File: config.mk
export PLATFORM = sky130hd
export DESIGN_NAME = clk_period_meter
export DESIGN_NICKNAME = d
export VERILOG_FILES = /design/src/rtl/clk_period_meter.sv
export SDC_FILE = /design/constraint.sdc
export NUM_CORES = 1
export LEC_CHECK = 0
export ABC_CLOCK_PERIOD_IN_PS = 6700
export BUFFER_PORTS_ARGS = -buffer_cell sky130_fd_sc_hd__buf_2
export CAP_MARGIN = 20
export CORE_ASPECT_RATIO = 0.75
export CORE_MARGIN = 2
export CORE_UTILIZATION = 61
export DETAILED_ROUTE_END_ITERATION = 8
export PLACE_DENSITY = 0.94
export SLEW_MARGIN = 20
export SYNTH_ARGS = -nofsm -noshare
export SYNTH_HDL_FRONTEND = slang
export SYNTH_SLANG_ARGS = --single-unit
File: constraint.sdc
create_clock -name clk -period 6.7 [get_ports clk]
set_clock_uncertainty 0.15 [all_clocks]
set_input_delay 0.335 -clock clk [delete_from_list [all_inputs] [get_ports clk]]
set_output_delay 0.335 -clock clk [all_outputs]
set_load 0.005 [all_outputs]
File: src/rtl/clk_period_meter.sv
// clk_period_meter: measures the period and high time of a slow, asynchronous
// square wave (sig_in) in units of clk cycles.
//
// Ports
//   clk        in   system clock, all logic on posedge
//   rst_n      in   synchronous active-low reset
//   en         in   measurement enable; low forces IDLE and clears status
//   sig_in     in   signal under measurement, asynchronous to clk
//   period     out  last rising-to-rising distance (clk cycles)
//   high_time  out  high time belonging to the last published period
//   meas_valid out  one-cycle pulse when period/high_time update
//   timeout    out  sticky: no rising edge within TIMEOUT cycles
//   locked     out  at least one full period measured since last IDLE
module clk_period_meter #(
    parameter int unsigned CNT_W   = 16,
    parameter int unsigned TIMEOUT = 65535
) (
    input  logic             clk,
    input  logic             rst_n,
    input  logic             en,
    input  logic             sig_in,
    output logic [CNT_W-1:0] period,
    output logic [CNT_W-1:0] high_time,
    output logic             meas_valid,
    output logic             timeout,
    output logic             locked
);

    localparam logic [1:0] ST_IDLE = 2'd0;
    localparam logic [1:0] ST_ARM  = 2'd1;
    localparam logic [1:0] ST_MEAS = 2'd2;

    localparam logic [CNT_W-1:0] TO_CNT = CNT_W'(TIMEOUT);
    localparam logic [CNT_W-1:0] ONE    = CNT_W'(1);

    logic             sync_1;
    logic             sync_2;
    logic             sync_prev;
    logic             rise_c;
    logic             fall_c;

    logic [1:0]       state;
    logic [1:0]       state_d;
    logic             publish_c;
    logic             expire_c;

    // cnt holds the number of cycles elapsed since the last detected rising
    // edge (or since entering ARM), so an edge at N+P sees cnt == P.
    logic [CNT_W-1:0] cnt;
    logic [CNT_W-1:0] high_lat;
    logic             got_fall;

    // Edge detection on the synchronized value and its previous sample.
    assign rise_c = sync_2 & ~sync_prev;
    assign fall_c = ~sync_2 & sync_prev;

    // State register.
    always_ff @(posedge clk) begin
        if (!rst_n) begin
            state <= ST_IDLE;
        end else begin
            state <= state_d;
        end
    end

    // Next state and control strobes; an edge wins over an expiring count.
    always_comb begin
        state_d   = state;
        publish_c = 1'b0;
        expire_c  = 1'b0;
        if (!en) begin
            state_d = ST_IDLE;
        end else begin
            case (state)
                ST_IDLE: state_d = ST_ARM;
                ST_ARM: begin
                    if (rise_c) begin
                        state_d = ST_MEAS;
                    end else if (cnt == TO_CNT) begin
                        expire_c = 1'b1;
                    end
                end
                ST_MEAS: begin
                    if (rise_c) begin
                        publish_c = 1'b1;
                    end else if (cnt == TO_CNT) begin
                        expire_c = 1'b1;
                        state_d  = ST_ARM;
                    end
                end
                default: state_d = ST_IDLE;
            endcase
        end
    end

    // Synchronizer, counters and registered outputs.
    always_ff @(posedge clk) begin
        if (!rst_n) begin
            sync_1     <= 1'b0;
            sync_2     <= 1'b0;
            sync_prev  <= 1'b0;
            cnt        <= '0;
            high_lat   <= '0;
            got_fall   <= 1'b0;
            period     <= '0;
            high_time  <= '0;
            meas_valid <= 1'b0;
            timeout    <= 1'b0;
            locked     <= 1'b0;
        end else begin
            sync_1     <= sig_in;
            sync_2     <= sync_1;
            sync_prev  <= sync_2;
            meas_valid <= publish_c;
            if (!en) begin
                // timeout can only be set while enabled, so clearing it for
                // as long as en is low is the same as clearing on the fall.
                cnt      <= '0;
                got_fall <= 1'b0;
                locked   <= 1'b0;
                timeout  <= 1'b0;
            end else begin
                case (state)
                    ST_ARM: begin
                        if (rise_c) begin
                            cnt      <= ONE;
                            got_fall <= 1'b0;
                        end else if (expire_c) begin
                            cnt     <= '0;
                            timeout <= 1'b1;
                        end else begin
                            cnt <= cnt + ONE;
                        end
                    end
                    ST_MEAS: begin
                        if (publish_c) begin
                            period    <= cnt;
                            // No falling edge seen: report the full period.
                            high_time <= got_fall ? high_lat : cnt;
                            locked    <= 1'b1;
                            cnt       <= ONE;
                            got_fall  <= 1'b0;
                        end else if (expire_c) begin
                            timeout  <= 1'b1;
                            locked   <= 1'b0;
                            cnt      <= '0;
                            got_fall <= 1'b0;
                        end else begin
                            cnt <= cnt + ONE;
                            // Only the first falling edge after a rise counts.
                            if (fall_c && !got_fall) begin
                                high_lat <= cnt;
                                got_fall <= 1'b1;
                            end
                        end
                    end
                    default: begin
                        cnt      <= '0;
                        got_fall <= 1'b0;
                    end
                endcase
            end
        end
    end

endmodule
==> flow_summary_export.csv, run 1 <==
group,metric,value,unit
run_status,status,"finished clean",
final_layout,drive_above_1_share,17.1,%
detailed_routing,drt_iter0_drc,270,
die,start_util,65.0,%
synth,netlist_area,2970,µm²
worst_setup_path,slowest_delay,0.66,ns
global_routing,antenna_found_initial,0,
clocking,cts_tree,"built",
die,io_pins,39,
final_layout,final_cells,408,
flow_run,drv_cap,0,
global_routing,grt_pass1_wl,11.1,mm
synth,yosysWarnings,0,
global_routing,grt_max_degree,35,
detailed_routing,vias_per_cell,6.06,
die,dieWidth,84.6,µm
detailed_routing,dr_total_vias,2472,
sta,relSlewSlack,31.0,%
clocking,cts.sink_count,73,
final_layout,design_area,3340,µm²
clocking,holdBufCountCts,0,
synth,synth.avg_cell_area,9.25,µm²
sta,hold_violations,0,
die,die_h,64.4,µm
final_layout,syn_to_final_growth,12.4,%
global_routing,met3_usage,7.77,%
die,core,4570,µm²
detailed_routing,route.detailed.drc,0,
min_path,hold_depth,2,
sta,max_freq,0.370,GHz
sta,min_period,2.70,ns
worst_setup_path,path_cells,"ha_1 > nand4_4 > or4_4 > o31ai_4 > a22o_1",
clocking,cts_root_buf,"clkbuf_8",
place,io_buffers,38,
global_routing,met2_usage,40.8,%
final_layout,diodes,0,
die,dieArea,5450,µm²
global_routing,grtUsageTotal,26.1,%
detailed_routing,final_antenna_net_count,0,
sta,min_period_over_period,40.3,%
synth,ys_seq_area_share,49.2,%
clocking,insertion_delay,0.36,ns
sta,rsz0062_at_grt,"false",
power_and_ir_drop,p_clk_share,46.2,%
power_and_ir_drop,p_per_area,251,nW/µm²
final_layout,fin_util,73.0,%
power_and_ir_drop,internal_power,659,µW
place,dp.cells,392,
place,dp_hpwl,4.38,mm
clocking,ctsResizeCount,0,
power_and_ir_drop,combPwrFrac,1.9,%
worst_setup_path,crit_required,6.85,ns
worst_setup_path,critPathKind,"flop to flop",
power_and_ir_drop,ir_worst_vdd,0.200,mV
worst_setup_path,endpoint_kind,"flop",
worst_setup_path,critPathTopFamily,"compound AO/OA/AOI/OAI gates",
clocking,cts_buffers,9,
global_routing,grt-ovfl-total,0,
worst_setup_path,cp_slowest_cell,"o31ai_4",
detailed_routing,routed_wl,6.78,mm
worst_setup_path,cp.arrival,2.85,ns
synth,synth-seq-cells,73,
synth,syn_inst,321,
power_and_ir_drop,seqPwrFrac,51.9,%
min_path,hp-class,"primary input to flop",
synth,syn-num-nets,329,
clocking,cts_max_path_buffers,2,
power_and_ir_drop,leakage,0.00123,µW
sta,finalSetupViolations,0,
worst_setup_path,crit_path_max_fanout,16,
place,dpl-instance-area,3110,µm²
detailed_routing,wl_per_cell,16.6,µm
power_and_ir_drop,p_switching,180,µW
sta,tightest_slew,1.03,ns
final_layout,fin_nets,354,
global_routing,grtUsageMet1,34.6,%
clocking,postCtsSetupRepairBufs,0,
worst_setup_path,worst_setup_path_start_kind,"flop",
sta,whs,0.0360,ns
global_routing,grt_pass1_vias,2249,
clocking,clkTransAtPathRegs,0.08,ns
sta,timing.final.max_slew_violations,0,
worst_setup_path,crit_cells,5,
synth,synth_cell_type_count,43,
power_and_ir_drop,swShare,21.5,%
die,num_rows,21,
global_routing,busiest_layer,"met2",
sta,setup_tns,0,ns
place,gp_congestion,0.909,
detailed_routing,dr.pass1.iters,5,
worst_setup_path,ff2ff_path_depth,5,
clocking,h-tree-depth,3,
worst_setup_path,crit_buf_inv,0,
power by group through the flow:
stage | Clock (µW) | Sequential [µW] | Combinational (µW)
3_5_place_dp | 0 | 446 | 15.3
3_3_place_gp | 0 | 446 | 14.7
4_1_cts | 392 | 436 | 15.5
6_report | 388 | 436 | 15.8
5_1_grt | 411 | 436 | 17.7
2_1_floorplan | 0 | 446 | 12.7
cell families (layout without fill, tap and decap cells):
| group | count (synthesis) | count (layout) | synth area share [%] |
|---|---|---|---|
| and+or+nand+nor | 114 | 114 | 18.1 |
| AOI/OAI and AO/OA | 71 | 71 | 17.6 |
| DFF | 73 | 73 | 49.2 |
| muxes | 13 | 13 | 4.38 |
| xor gates and xnor gates | 13 | 13 | 3.83 |
| buffers and inverters | 33 | 63 | 5.27 |
| adders and majority gates | 4 | 4 | 1.68 |
sequential cells by signal (all words and copies together), names as in the netlist:
name	cells
sync_1	1
meas_valid	1
sync_prev	1
period	16
cnt	16
state	2
high_lat	16
sync_2	1
high_time	16
locked	1
got_fall	1
timeout	1
worst reg2reg max path, cell delays in order (launching register included):
cell     delay (ns)
dfxtp_1        0.49
ha_1           0.32
nand4_4        0.16
or4_4          0.62
o31ai_4        0.66
a22o_1         0.26
area by class of cell:
| type | count | area [µm²] |
|---|---|---|
| timing repair buffer | 39 | 198 |
| tap | 57 | 71.3 |
| multi-input combinational | 215 | 1350 |
| clock buffer | 10 | 138 |
| sequential | 73 | 1460 |
| clock inverter | 6 | 88.8 |
| fill | 342 | 1230 |
| inverter | 8 | 30.0 |
through the flow:
stage | total power [µW] | worst slack (ns)
6_report | 839 | 4.00
5_1_grt | 865 | 3.93
4_1_cts | 843 | 4.01
3_5_place_dp | 461 | 4.09
3_3_place_gp | 461 | 4.21
2_1_floorplan | 458 | 4.34
layer usage:
layer | routed length, µm | part of all wire (%) | vias to the layer above
li1 | - | - | 1174
met1 | 3060 | 45 | 1147
met2 | 2990 | 44 | 129
met3 | 538 | 7.9 | 22
met4 | 187 | 2.8 | 0
met5 | 0 | 0 | -
placed cells by master (no fill, tap or decap), drive strengths merged, types with 6 or more instances in the layout:
| cell type | n |
|---|---|
| a211oi | 15 |
| a21oi | 21 |
| a22o | 17 |
| buf | 39 |
| clkbuf | 10 |
| dfxtp | 73 |
| inv | 9 |
| mux2i | 13 |
| nand2 | 43 |
| nand3 | 9 |
| nor2 | 36 |
| nor3 | 6 |
| xnor2 | 11 |
path summary, 6_finish.rpt:
path	from	end	slack (ns)
worst min register to register	sync_1	sync_2	0.30
worst max register to register	cnt[0]	high_lat[0]	4.00
worst max-delay path	cnt[0]	high_lat[0]	4.00
worst min-delay path	sig_in	sync_1	0.04
synthesized netlist by cell type (all sizes together):
| cell type | number | area [µm²] |
|---|---|---|
| a211o | 1 | 8.76 |
| a211oi | 15 | 113 |
| a21o | 1 | 7.51 |
| a21oi | 21 | 105 |
| a22o | 17 | 149 |
| a311oi | 2 | 17.5 |
| and2 | 3 | 18.8 |
| and3 | 2 | 12.5 |
| buf | 13 | 81.3 |
| clkbuf | 12 | 45.0 |
| dfxtp | 73 | 1460 |
| ha | 4 | 50.1 |
| inv | 8 | 30.0 |
| mux2i | 13 | 130 |
| nand2 | 43 | 161 |
| nand2b | 1 | 6.26 |
| nand3 | 9 | 50.1 |
| nand4 | 5 | 52.6 |
| nand4bb | 1 | 11.3 |
| nor2 | 36 | 135 |
| nor2b | 1 | 6.26 |
| nor3 | 6 | 30.0 |
| nor3b | 2 | 15.0 |
| nor4 | 2 | 12.5 |
| o2111ai | 1 | 8.76 |
| o211a | 3 | 30.0 |
| o211ai | 4 | 30.0 |
| o21ai | 3 | 15.0 |
| o31a | 1 | 8.76 |
| o31ai | 2 | 28.8 |
| or3 | 1 | 6.26 |
| or4 | 2 | 18.8 |
| xnor2 | 11 | 96.3 |
| xor2 | 2 | 17.5 |
No activity file was read; power rests on OpenSTA's default activity.
==> inputs of run 2 (changes only) <==
--- a/config.mk
+++ b/config.mk
@@ -5,14 +5,15 @@
 export SDC_FILE = /design/constraint.sdc
 export NUM_CORES = 1
 export LEC_CHECK = 0
-export ABC_CLOCK_PERIOD_IN_PS = 6700
+export ABC_AREA = 1
+export ABC_CLOCK_PERIOD_IN_PS = 2800
 export BUFFER_PORTS_ARGS = -buffer_cell sky130_fd_sc_hd__buf_2
 export CAP_MARGIN = 20
 export CORE_ASPECT_RATIO = 0.75
 export CORE_MARGIN = 2
-export CORE_UTILIZATION = 61
+export CORE_UTILIZATION = 57
 export DETAILED_ROUTE_END_ITERATION = 8
-export PLACE_DENSITY = 0.94
+export PLACE_DENSITY = 0.88
 export SLEW_MARGIN = 20
 export SYNTH_ARGS = -nofsm -noshare
 export SYNTH_HDL_FRONTEND = slang
==> constraint.sdc (replaced) <==
create_clock -name clk -period 2.8 [get_ports clk]
set_clock_uncertainty 0.15 [all_clocks]
set_input_delay 0.14 -clock clk [delete_from_list [all_inputs] [get_ports clk]]
set_output_delay 0.14 -clock clk [all_outputs]
set_load 0.005 [all_outputs]
==> flow_summary_export.csv, run 2 <==
group,metric,value,unit
flow_run,drv_cap,0,
synth,synth_most_common_cell,"nand2_1",
sta,setup_tns,0,ns
worst_setup_path,worst_setup_path_start_kind,"flop",
final_layout,nFillCells,453,
die,dieWidth,91.3,µm
synth,netlist_area,3260,µm²
power_and_ir_drop,ir_worst_vdd,0.346,mV
synth,ys.flop_type,"dfxtp_1",
synth,synth.avg_cell_area,7.22,µm²
detailed_routing,routed_wl,7.49,mm
detailed_routing,wl_met3,486,µm
synth,post-synth-top-area-cell,"dfxtp_1",
run_status,status,"finished clean",
detailed_routing,route.detailed.drc,0,
die,die_h,69.5,µm
sta,tightest_slew,0.451,ns
sta,min_period,2.23,ns
clocking,cts_buffers,9,
clocking,insertion_delay,0.37,ns
final_layout,syn_to_final_growth,13.4,%
clocking,postCtsSetupRepairBufs,0,
power_and_ir_drop,p_per_area,508,nW/µm²
place,gp_congestion,0.916,
final_layout,final_common_cell,"nand2_1",
synth,yosysWarnings,0,
worst_setup_path,endpoint_kind,"flop",
clocking,cts_root_buf,"clkbuf_8",
final_layout,fin_nets,496,
power_and_ir_drop,leakage,0.00156,µW
power_and_ir_drop,power.total,1880,µW
detailed_routing,dr_total_vias,3005,
place,dp_hpwl,5.18,mm
synth,ys_seq_area_share,44.9,%
final_layout,fin_util,68.0,%
synth,synth_cell_type_count,27,
detailed_routing,route.top_layer_used,"met4",
synth,synth-seq-cells,73,
global_routing,grtUsageTotal,24.7,%
sta,finalWorstSetupSlack,0.575,ns
sta,max_freq,0.449,GHz
global_routing,grt_pass1_wl,12.6,mm
detailed_routing,final_antenna_net_count,0,
worst_setup_path,critPathKind,"flop to flop",
synth,synthArstFlopShare,0,%
detailed_routing,wl_met2,3.50,mm
worst_setup_path,reg2reg_slack,0.57,ns
place,post-place-ws,0.676,ns
final_layout,final_cell_mix,"103 x nand2_1, 73 x dfxtp_1, 66 x inv_1",
worst_setup_path,cp.arrival,2.39,ns
worst_setup_path,ff2ff_path_depth,9,
die,io_pins,39,
synth,syn_inst,451,
clocking,cts_max_path_buffers,2,
die,dieArea,6340,µm²
sta,relSlewSlack,69.9,%
final_layout,diodes,0,
clocking,cts_tree,"built",
global_routing,grt_max_degree,53,
die,num_rows,23,
final_layout,design_area,3700,µm²
synth,synth.area.top_cells,"dfxtp_1 45%, nand2_1 12%, inv_1 7.6%",
clocking,clkTransAtPathRegs,0.08,ns
min_path,hp-class,"flop to flop",
detailed_routing,vias_per_cell,5.29,
place,io_buffers,38,
synth,synth.top_cells.by_count,"103 x nand2_1, 73 x dfxtp_1, 66 x inv_1",
synth,synth_edf_count,0,
global_routing,grt_pass1_vias,2701,
die,core,5440,µm²
sta,timing.final.max_slew_violations,0,
detailed_routing,wl_per_cell,13.2,µm
global_routing,antenna_found_initial,0,
clocking,ctsResizeCount,0,
detailed_routing,drt_iter0_drc,320,
sta,min_period_over_period,79.5,%
place,dpl-instance-area,3470,µm²
synth,syn-num-nets,459,
global_routing,grt-ovfl-total,0,
final_layout,drive_above_1_share,16.6,%
detailed_routing,dr.pass1.iters,7,
sta,rsz0062_at_grt,"false",
die,start_util,59.9,%
worst_setup_path,crit_required,2.96,ns
worst_setup_path,crit_path_max_fanout,18,
clocking,h-tree-depth,3,
detailed_routing,wl_met1,3.38,mm
min_path,hold_depth,2,
clocking,cts.sink_count,73,
synth,synth_top_area_share,44.9,%
sta,finalSetupViolations,0,
sta,hold_violations,0,
run 2: cells by family after synthesis:
| logic type | share of synthesized area [%] |
|---|---|
| simple gates | 27.0 |
| flops | 44.9 |
| xor+xnor | 1.08 |
| compound gates | 13.7 |
| buf+inv | 11.9 |
| fa+ha+maj | 1.54 |
run 2: metal layers:
| metal | vias to the layer above | track usage (%) |
|---|---|---|
| met4 | 0 | 8.42 |
| met5 | - | 0 |
| met3 | 13 | 7.07 |
| li1 | 1510 | - |
| met1 | 1367 | 32.3 |
| met2 | 115 | 39.4 |
run 2: final cells by class:
cell class              instances  area (µm²)  share of cell area (%)
inverters                      72         270                    7.31
multi-input cells             284        1410                    38.2
clock buffers                   9         124                    3.35
clock inverters                 7        61.3                    1.66
repair buffers                 48         275                    7.45
well taps                      75        93.8                    2.54
flip-flops and latches         73        1460                    39.5
run 2: repair_timing:
item,CTS,global route
hold endpoints to repair,5,0
hold buffers,4,0
setup endpoints to repair,0,0
run 2: worst max-delay path, cell delays in order (launching register included):
cell and delay (ns):
dfxtp_1 0.35, inv_1 0.09, ha_1 0.29, nand3_1 0.20, nand2_1 0.12, inv_2 0.26
nand3_2 0.38, nand2_1 0.16, clkinv_1 0.09, nor2_2 0.10
run 2: stage by stage:
| stage | instances | hold slack (ns) |
|---|---|---|
| CTS | 568 | 0.282 |
| global route | 568 | 0.306 |
| global placement | 548 | 0.173 |
| floorplan | 451 | 0.0876 |
| finish | 568 | 0.277 |
| detailed placement | 548 | 0.174 |
run 2: power by group:
group / internal [µW] / leakage [µW] / switching (µW)
registers: 1040 / 0.000588 / 2.05
logic: 16.2 / 0.000880 / 34.7
clock network: 338 / 0.0000888 / 446
total: 1390 / 0.00156 / 483
run 2: final timing paths:
path                   to  startpoint
min                sync_2      sync_1
max          high_lat[12]    state[0]
max reg2reg  high_lat[12]    state[0]
min reg2reg        sync_2      sync_1
